`config.mk`:
```
export PLATFORM = sky130hd
export DESIGN_NAME = port_kbd
export DESIGN_NICKNAME = d
export VERILOG_FILES = /design/src/rtl/port_kbd.sv
export SDC_FILE = /design/constraint.sdc
export NUM_CORES = 1
export LEC_CHECK = 0
export BUFFER_PORTS_ARGS = -buffer_cell sky130_fd_sc_hd__buf_4
export CORE_ASPECT_RATIO = 0.75
export CORE_UTILIZATION = 50
export CTS_BUF_LIST = sky130_fd_sc_hd__clkbuf_8 sky130_fd_sc_hd__clkbuf_16
export DETAILED_ROUTE_END_ITERATION = 6
export GPL_ROUTABILITY_DRIVEN = 1
export HOLD_SLACK_MARGIN = 0.05
export PLACE_DENSITY = 0.71
export SLEW_MARGIN = 20
export SYNTH_ARGS = -nofsm -noshare
export SYNTH_HDL_FRONTEND = slang
export SYNTH_SLANG_ARGS = --single-unit
```
`constraint.sdc`:
```
create_clock -name clock -period 2.8 [get_ports clock]
set_clock_uncertainty 0.2 [all_clocks]
set_input_delay 0.56 -clock clock [delete_from_list [all_inputs] [get_ports clock]]
set_output_delay 0.56 -clock clock [all_outputs]
set_load 0.01 [all_outputs]
```
`src/rtl/port_kbd.sv`:
```
// port_kbd -- keyboard scancode port on the core88 port bus.
//
// Scancode bytes from the keyboard front end are queued in a small FIFO.
// The CPU reaches the device through two I/O ports:
//   PORT_DATA : read pops the oldest byte (8'h00 when the FIFO is empty);
//               writes are ignored.
//   PORT_STAT : read  -> {4'b0, full, ien, overflow, not_empty}
//               write -> ien = d[2]; d[1] clears overflow; d[7] flushes the FIFO.
// Reads of any other port return 8'hFF.
//
// Ports:
//   clock, reset      system clock, asynchronous active-high reset
//   port_clk          CPU access strobe (level); one access per rising edge
//   port, port_o      CPU port address / CPU write data
//   port_w            1 = write, 0 = read (qualified by port_clk)
//   port_i            registered read data, held until the next read
//   kb_data/kb_strobe scancode byte and its one-cycle push strobe
//   irq               interrupt request
//
// Build option: PORT_KBD_IRQ_EDGE_EN -- when defined, irq is a one-cycle
// pulse per accepted push while ien is set; otherwise irq is a level that
// follows ien & not_empty.
module port_kbd #(
    parameter int          DEPTH_LOG2 = 3,
    parameter logic [15:0] PORT_DATA  = 16'h0060,
    parameter logic [15:0] PORT_STAT  = 16'h0064
) (
    input  logic        clock,
    input  logic        reset,
    input  logic        port_clk,
    input  logic [15:0] port,
    input  logic [7:0]  port_o,
    input  logic        port_w,
    output logic [7:0]  port_i,
    input  logic [7:0]  kb_data,
    input  logic        kb_strobe,
    output logic        irq
);
    localparam int DEPTH = 1 << DEPTH_LOG2;
    localparam logic [DEPTH_LOG2:0] FULL_CNT = {1'b1, {DEPTH_LOG2{1'b0}}};

    logic [7:0]            mem [DEPTH];
    logic [DEPTH_LOG2-1:0] head_q, head_d, tail_q, tail_d;
    logic [DEPTH_LOG2:0]   cnt_q, cnt_d;
    logic                  ovf_q, ovf_d, ien_q, ien_d;
    logic                  pclk_q;
    logic [7:0]            port_i_q, port_i_d;
    logic                  irq_q, irq_d;

    logic acc, rd, wr, is_data, is_stat, empty, full;
    logic pop, push, drop, flush;

    // Bits of the command byte that carry no meaning.
    logic unused_cmd_bits;
    assign unused_cmd_bits = ^{port_o[6:3], port_o[0]};

    always_comb begin
        acc     = port_clk & ~pclk_q;
        rd      = acc & ~port_w;
        wr      = acc & port_w;
        is_data = (port == PORT_DATA);
        is_stat = (port == PORT_STAT);
        empty   = (cnt_q == '0);
        full    = (cnt_q == FULL_CNT);
        pop     = rd & is_data & ~empty;
        flush   = wr & is_stat & port_o[7];
        // A pop in the same cycle frees a slot, so a push at full still lands.
        // A flush discards a coincident byte without flagging overflow.
        push    = kb_strobe & ~flush & (~full | pop);
        drop    = kb_strobe & ~flush & full & ~pop;
    end

    always_comb begin
        head_d   = head_q;
        tail_d   = tail_q;
        cnt_d    = cnt_q;
        ovf_d    = ovf_q;
        ien_d    = ien_q;
        port_i_d = port_i_q;

        if (rd) begin
            if (is_data)      port_i_d = empty ? 8'h00 : mem[head_q];
            else if (is_stat) port_i_d = {4'b0000, full, ien_q, ovf_q, ~empty};
            else              port_i_d = 8'hFF;
        end

        if (wr && is_stat) begin
            ien_d = port_o[2];
            if (port_o[1]) ovf_d = 1'b0;
        end
        // A byte lost in the same cycle as a clear still leaves overflow set.
        if (drop) ovf_d = 1'b1;

        if (pop)  head_d = head_q + 1'b1;
        if (push) tail_d = tail_q + 1'b1;
        if (push && !pop)      cnt_d = cnt_q + 1'b1;
        else if (pop && !push) cnt_d = cnt_q - 1'b1;

        if (flush) begin
            head_d = '0;
            tail_d = '0;
            cnt_d  = '0;
        end

`ifdef PORT_KBD_IRQ_EDGE_EN
        irq_d = push & ien_q;
`else
        irq_d = ien_q & ~empty;
`endif
    end

    always_ff @(posedge clock or posedge reset) begin
        if (reset) begin
            head_q   <= '0;
            tail_q   <= '0;
            cnt_q    <= '0;
            ovf_q    <= 1'b0;
            ien_q    <= 1'b0;
            pclk_q   <= 1'b0;
            port_i_q <= 8'hFF;
            irq_q    <= 1'b0;
        end else begin
            head_q   <= head_d;
            tail_q   <= tail_d;
            cnt_q    <= cnt_d;
            ovf_q    <= ovf_d;
            ien_q    <= ien_d;
            pclk_q   <= port_clk;
            port_i_q <= port_i_d;
            irq_q    <= irq_d;
        end
    end

    // Storage needs no reset: occupancy is tracked by the pointers and count.
    always_ff @(posedge clock) begin
        if (push) mem[tail_q] <= kb_data;
    end

    assign port_i = port_i_q;
    assign irq    = irq_q;
endmodule

```
# After elaboration in Yosys (flattened, before gate mapping)
# Memory sizes are Yosys's and may differ from the RTL's.
# Cells that the tools add are included.
# classes
n_mux	15
n_addsub	4
reduce_logical	12
bitwise	19
eq_ne	3
# op_table
op	n
$eq A16 B7 Y1 const B	2
$mux W8	3
$and A1 B1 Y1	12
$mux W3	4
$mux W4	3
$reduce_bool A2 Y1	4
$add A3 B1 Y3 const B	2
$not A1 Y1	6
$mux W1	5
$add A4 B1 Y4 const B	1
$eq A4 B4 Y1 const B	1
$logic_not A4 Y1	1
$sub A4 B1 Y4 const B	1
$logic_and A1 B1 Y1	3
$reduce_bool A3 Y1	1
$logic_not A1 Y1	2
$reduce_and A2 Y1	1
$or A1 B1 Y1	1
# word_totals
inputBits	37
register_bits	22
n_memories	1
ram_bits	64
# memory_table
name	words	width	rd	rd_ports_with_merged_regs	write_ports	line	text
mem	8	8	1	0	1	42	logic [7:0] mem [DEPTH];

# Depth between registers and ports, before layout
# depth
ltp_word	13
ltp_mapped	11
mapped_depth_nobuf	10

# Least setup slack after synthesis
# No wires, ideal clock.
# synth_timing
kind	input-to-reg
startpoint	input port port_w
endpoint	memory mem[3][0], enable pin
n_path_buf	0
slack_ps	-4
setup_ps	383
t_required_ps	2217
stages	5
arrival_time_ps	2221
cell_sequence	or3b_4 > nor3_2 > a21oi_2 > nand3b_1 > nor3_1
# synth_via
elab_chain_cells	8
# synth_lines
item	line	text
start, declared	33	input logic port_w,
$and A1 B1 Y1 or $not A1 Y1 (tied branches)	60, 59	
$and A1 B1 Y1 (on tied branches)	66, 59	
$and A1 B1 Y1 (on tied branches)	66, 65	
$not A1 Y1 or $and A1 B1 Y1 (tied branches)	69, 65	
$and A1 B1 Y1 or $or A1 B1 Y1 (tied branches)	69	push = kb_strobe & ~flush & (~full | pop);
$and A1 B1 Y1 *	69	
$mux W1 *	136	if (push) mem[tail_q] <= kb_data;
$mux W1 (implied by the code) *	136	
end, declared	42	
# Every way passes the cells marked *; elsewhere a longest branch is shown, timed or not.

# Worst setup path in the final report
# layout_timing
startpoint	register cnt_q[1]
endpoint	register cnt_q[1]
# layout_via
elab_chain_cells	8
# layout_lines
item	line	text
start, declared	44	logic [DEPTH_LOG2:0] cnt_q, cnt_d;
start signal, assigned	125	cnt_q <= cnt_d;
$logic_not A4 Y1	63	empty = (cnt_q == '0);
$not A1 Y1	65	pop = rd & is_data & ~empty;
$and A1 B1 Y1	65	
$or A1 B1 Y1	69	
$and A1 B1 Y1	69	
$logic_and A1 B1 Y1 or $logic_not A1 Y1 (tied branches)	96, 97	
$mux W4 or $logic_and A1 B1 Y1 (tied branches)	96, 97	
$mux W4 or $reduce_bool A3 Y1 (tied branches)	--	
# Parallel ways exist; a longest one is shown, timed or not. The select of a mux whose other input is x is not followed.
# A chain may end at the register's enable or synchronous reset.

==> flow_summary_export.csv <==
group,metric,value,unit
sta,slew_viol_final,0,
clocking,cts_made_buffers,9,
worst_setup_path,cpMostUsedCell,"inv_1",
logic_synthesis,synth_edf_count,64,
logic_synthesis,ys_warn_count,0,
die,die_h,77.2,µm
logic_synthesis,synth-compound-area-share,4.08,%
sta,grt_setup_unrepaired,"no",
grt,grt_pass1_vias,2302,
worst_setup_path,required,2.84,ns
placement,placed_area,4330,µm²
grt,grtUsageMet2,30.5,%
finish,num-fill-cells,552,
die,num_io_pins,46,
placement,io_buffers,40,
power_and_ir_drop,peakVddDrop,0.000492,V
clocking,postCtsHoldBufs,0,
worst_setup_path,path_cells,"or4b_1, and2_1, nand3_1, buf_4, inv_1, fa_1, inv_1, a21oi_1, o311ai_1",
sta,max_freq,0.377,GHz
clocking,clk_latency,0.34,ns
grt,use_met1,31.8,%
logic_synthesis,yosys.cell_types.count,50,
worst_setup_path,crit_slowest_cell,"or4b_1",
placement,hpwl,5340,µm
grt,grt_max_degree,23,
sta,tightest_slew,0.869,ns
sta,hold_slack,0.144,ns
grt,grt_use_met3,4.83,%
drt,routed_wl,7390,µm
die,num_rows,27,
die,start_util,51.4,%
worst_setup_path,cpPeakStageDelay,0.58,ns
finish,area_growth,20.6,%
drt,antenna_left,0,
sta,hold_viol,0,
worst_hold_path,hold_class,"in -> reg",
worst_setup_path,worstPathArrival,2.69,ns
logic_synthesis,ys_seq_elements,86,
grt,grt_usage,20.8,%
finish,fin_util,62.0,%
die,die-area,7890,µm²
drt,drc,0,
logic_synthesis,seq_area_frac_synth,65.8,%
clocking,cts-root-buf,"clkbuf_8",
worst_setup_path,crit_end,"cnt_q[1]",
worst_setup_path,rr_endpoint,"cnt_q[1]",
worst_setup_path,crit_start,"cnt_q[1]",
grt,overflow,0,
worst_setup_path,cp.depth,9,
logic_synthesis,syn_area_per_cell,15.4,µm²
grt,grt_pass1_wl,12000,µm
logic_synthesis,ys_top_cells_by_area,"edfxtp_1 51%, mux4_2 9.6%, dfrtp_1 9.3%",
worst_setup_path,ff2ff_path_depth,9,
sta,setup_tns,0,ns
clocking,cts_max_path_buffers,2,
placement,dp.cells,400,
logic_synthesis,synth_top_family_by_area,"multiplexers",
power_and_ir_drop,power.density,722,nW/µm²
placement,gp_congestion,0.869,
logic_synthesis,synth_fa_ha_area_share,1.86,%
clocking,path_clk_slew,0.09,ns
grt,grt.busiest_layer,"met1",
drt,wire_per_inst,17.8,µm
power_and_ir_drop,power_leakage,0.00171,µW
worst_setup_path,cp-end-kind,"flop",
logic_synthesis,synth.most_common_cell,"edfxtp_1",
finish,design_area,4550,µm²
grt,antenna_found_initial,0,
run,maxCapViolations,0,
die,die_x,102,µm
sta,setup-violations-final,0,
worst_setup_path,reg2reg_from,"cnt_q[1]",
worst_setup_path,path_buf_inv,3,
worst_setup_path,start_kind,"flop",
logic_synthesis,yosys.area_share.simple,12.2,%
logic_synthesis,synth_area,3770,µm²
logic_synthesis,synth.area.mux_share,13.3,%
worst_setup_path,r2r_slack,0.15,ns
logic_synthesis,synth_top_cells_by_count,"64 x edfxtp_1, 24 x nand2_1, 20 x nor2_1, 16 x mux4_2, 14 x dfrtp_1",
logic_synthesis,async_reset_ff_share,25.6,%
finish,finalNonFillerCells,416,
worst_setup_path,critPathTopFamily,"simple AND/OR/NAND/NOR gates",
clocking,tritoncts,"done",
clocking,cts-htree-levels,3,
logic_synthesis,synth_xor_area_share,0.929,%
sta,min_period,2.65,ns
finish,drive_gt1_share,37.1,%
sta,post-route-period-util,94.7,%
drt,viasPerCell,5.50,
drt,drt_iter0_drc,114,
die,coreArea,7330,µm²
clocking,cts.sinks,86,
finish,diodes,0,
logic_synthesis,yosysTopAreaCell,"edfxtp_1",
logic_synthesis,synth_fp_nets,287,
logic_synthesis,synth-main-ff-cell,"edfxtp_1",
worst_setup_path,crit_fanout,6,
logic_synthesis,synth_top_area_share,51.0,%
logic_synthesis,synthCells,245,
drt,drtPass1Iterations,4,
finish,fin_nets,352,
worst_setup_path,worst-setup-path-type,"reg -> reg",
drt,via_count,2286,
sta,slew_headroom,42.0,%
outcome,status,"completed",
==> worst min path at each step <==
stage / from / end / slack, ns / cells after the start
finish: port_clk / pclk_q / 0.14 / 1
global route: port_clk / pclk_q / 0.12 / 1
CTS: port_clk / pclk_q / 0.13 / 1
detailed placement: ovf_q / ovf_q / 0.28 / 1
global placement: ovf_q / ovf_q / 0.28 / 1
floorplan: ovf_q / ovf_q / 0.27 / 1
==> state kept, by name, indices dropped and copies added (netlist names) <==
name / cells
pclk_q: 1
irq: 1
ovf_q: 1
ien_q: 1
mem: 64
tail_q: 3
head_q: 3
cnt_q: 4
port_i: 8
==> metrics by stage <==
step | total power (µW) | setup WS [ns]
floorplan | 2110 | 0.0258
global placement | 2360 | 0.00859
detailed placement | 2390 | -0.0202
CTS | 3300 | 0.176
global route | 3450 | 0.0634
finish | 3280 | 0.147
==> area by class of cell <==
class                   count  area [µm²]  share of cell area, %
clock buffers               9         124                   2.72
inverters                   7        26.3                  0.578
well taps                 101         126                   2.78
multi-input cells         143        1230                   27.0
repair buffers             63         473                   10.4
clock inverters             7        87.6                   1.93
flip-flops and latches     86        2480                   54.6
==> layout by cell type, fill, tap and decap left out, types with 2 or more instances in the layout <==
cell type,netlist,routed
nand4_1,2,2
a211oi_1,2,2
buf_4,1,63
nor2b_1,4,4
mux2i_1,5,5
xor2_1,3,3
mux4_2,16,16
nor3_2,2,3
nor3_1,3,2
nor3b_1,2,2
nor2_1,20,20
dfrtp_1,14,14
a21oi_1,8,7
clkinv_1,0,2
a21o_1,3,3
edfxtp_1,64,64
inv_1,7,8
a32o_1,2,2
clkbuf_8,0,9
a31oi_1,3,3
mux2_2,8,8
a21oi_2,1,2
ha_1,4,4
bufinv_16,0,2
nand3_1,6,6
dfstp_2,8,8
nor4b_1,2,2
and4_1,2,2
nand2_1,24,24
or3_1,2,2
==> logic make-up after synthesis <==
group           Yosys count
xor+xnor                  4
flops                    86
fa+ha+maj                 5
simple gates             82
buf+inv                  16
mux                      29
compound gates           23
==> where the power goes <==
group	total [µW]	leakage, µW	internal (µW)	switching [µW]
logic	685	0.000768	305	381
clock network	915	0.000106	497	419
registers	1680	0.000840	1580	105
==> per-layer routing <==
layer | up-vias | routed length, µm
met5 | - | 0
met4 | 0 | 54
met3 | 7 | 324
met2 | 58 | 3460
met1 | 1153 | 3550
li1 | 1068 | -
==> timing repair <==
| action | CTS | global route |
|---|---|---|
| resized for setup | 0 | 1 |
| endpoints found under the setup margin | 0 | 1 |
| setup buffers | 0 | 0 |
(Power assumes the default switching activity.)
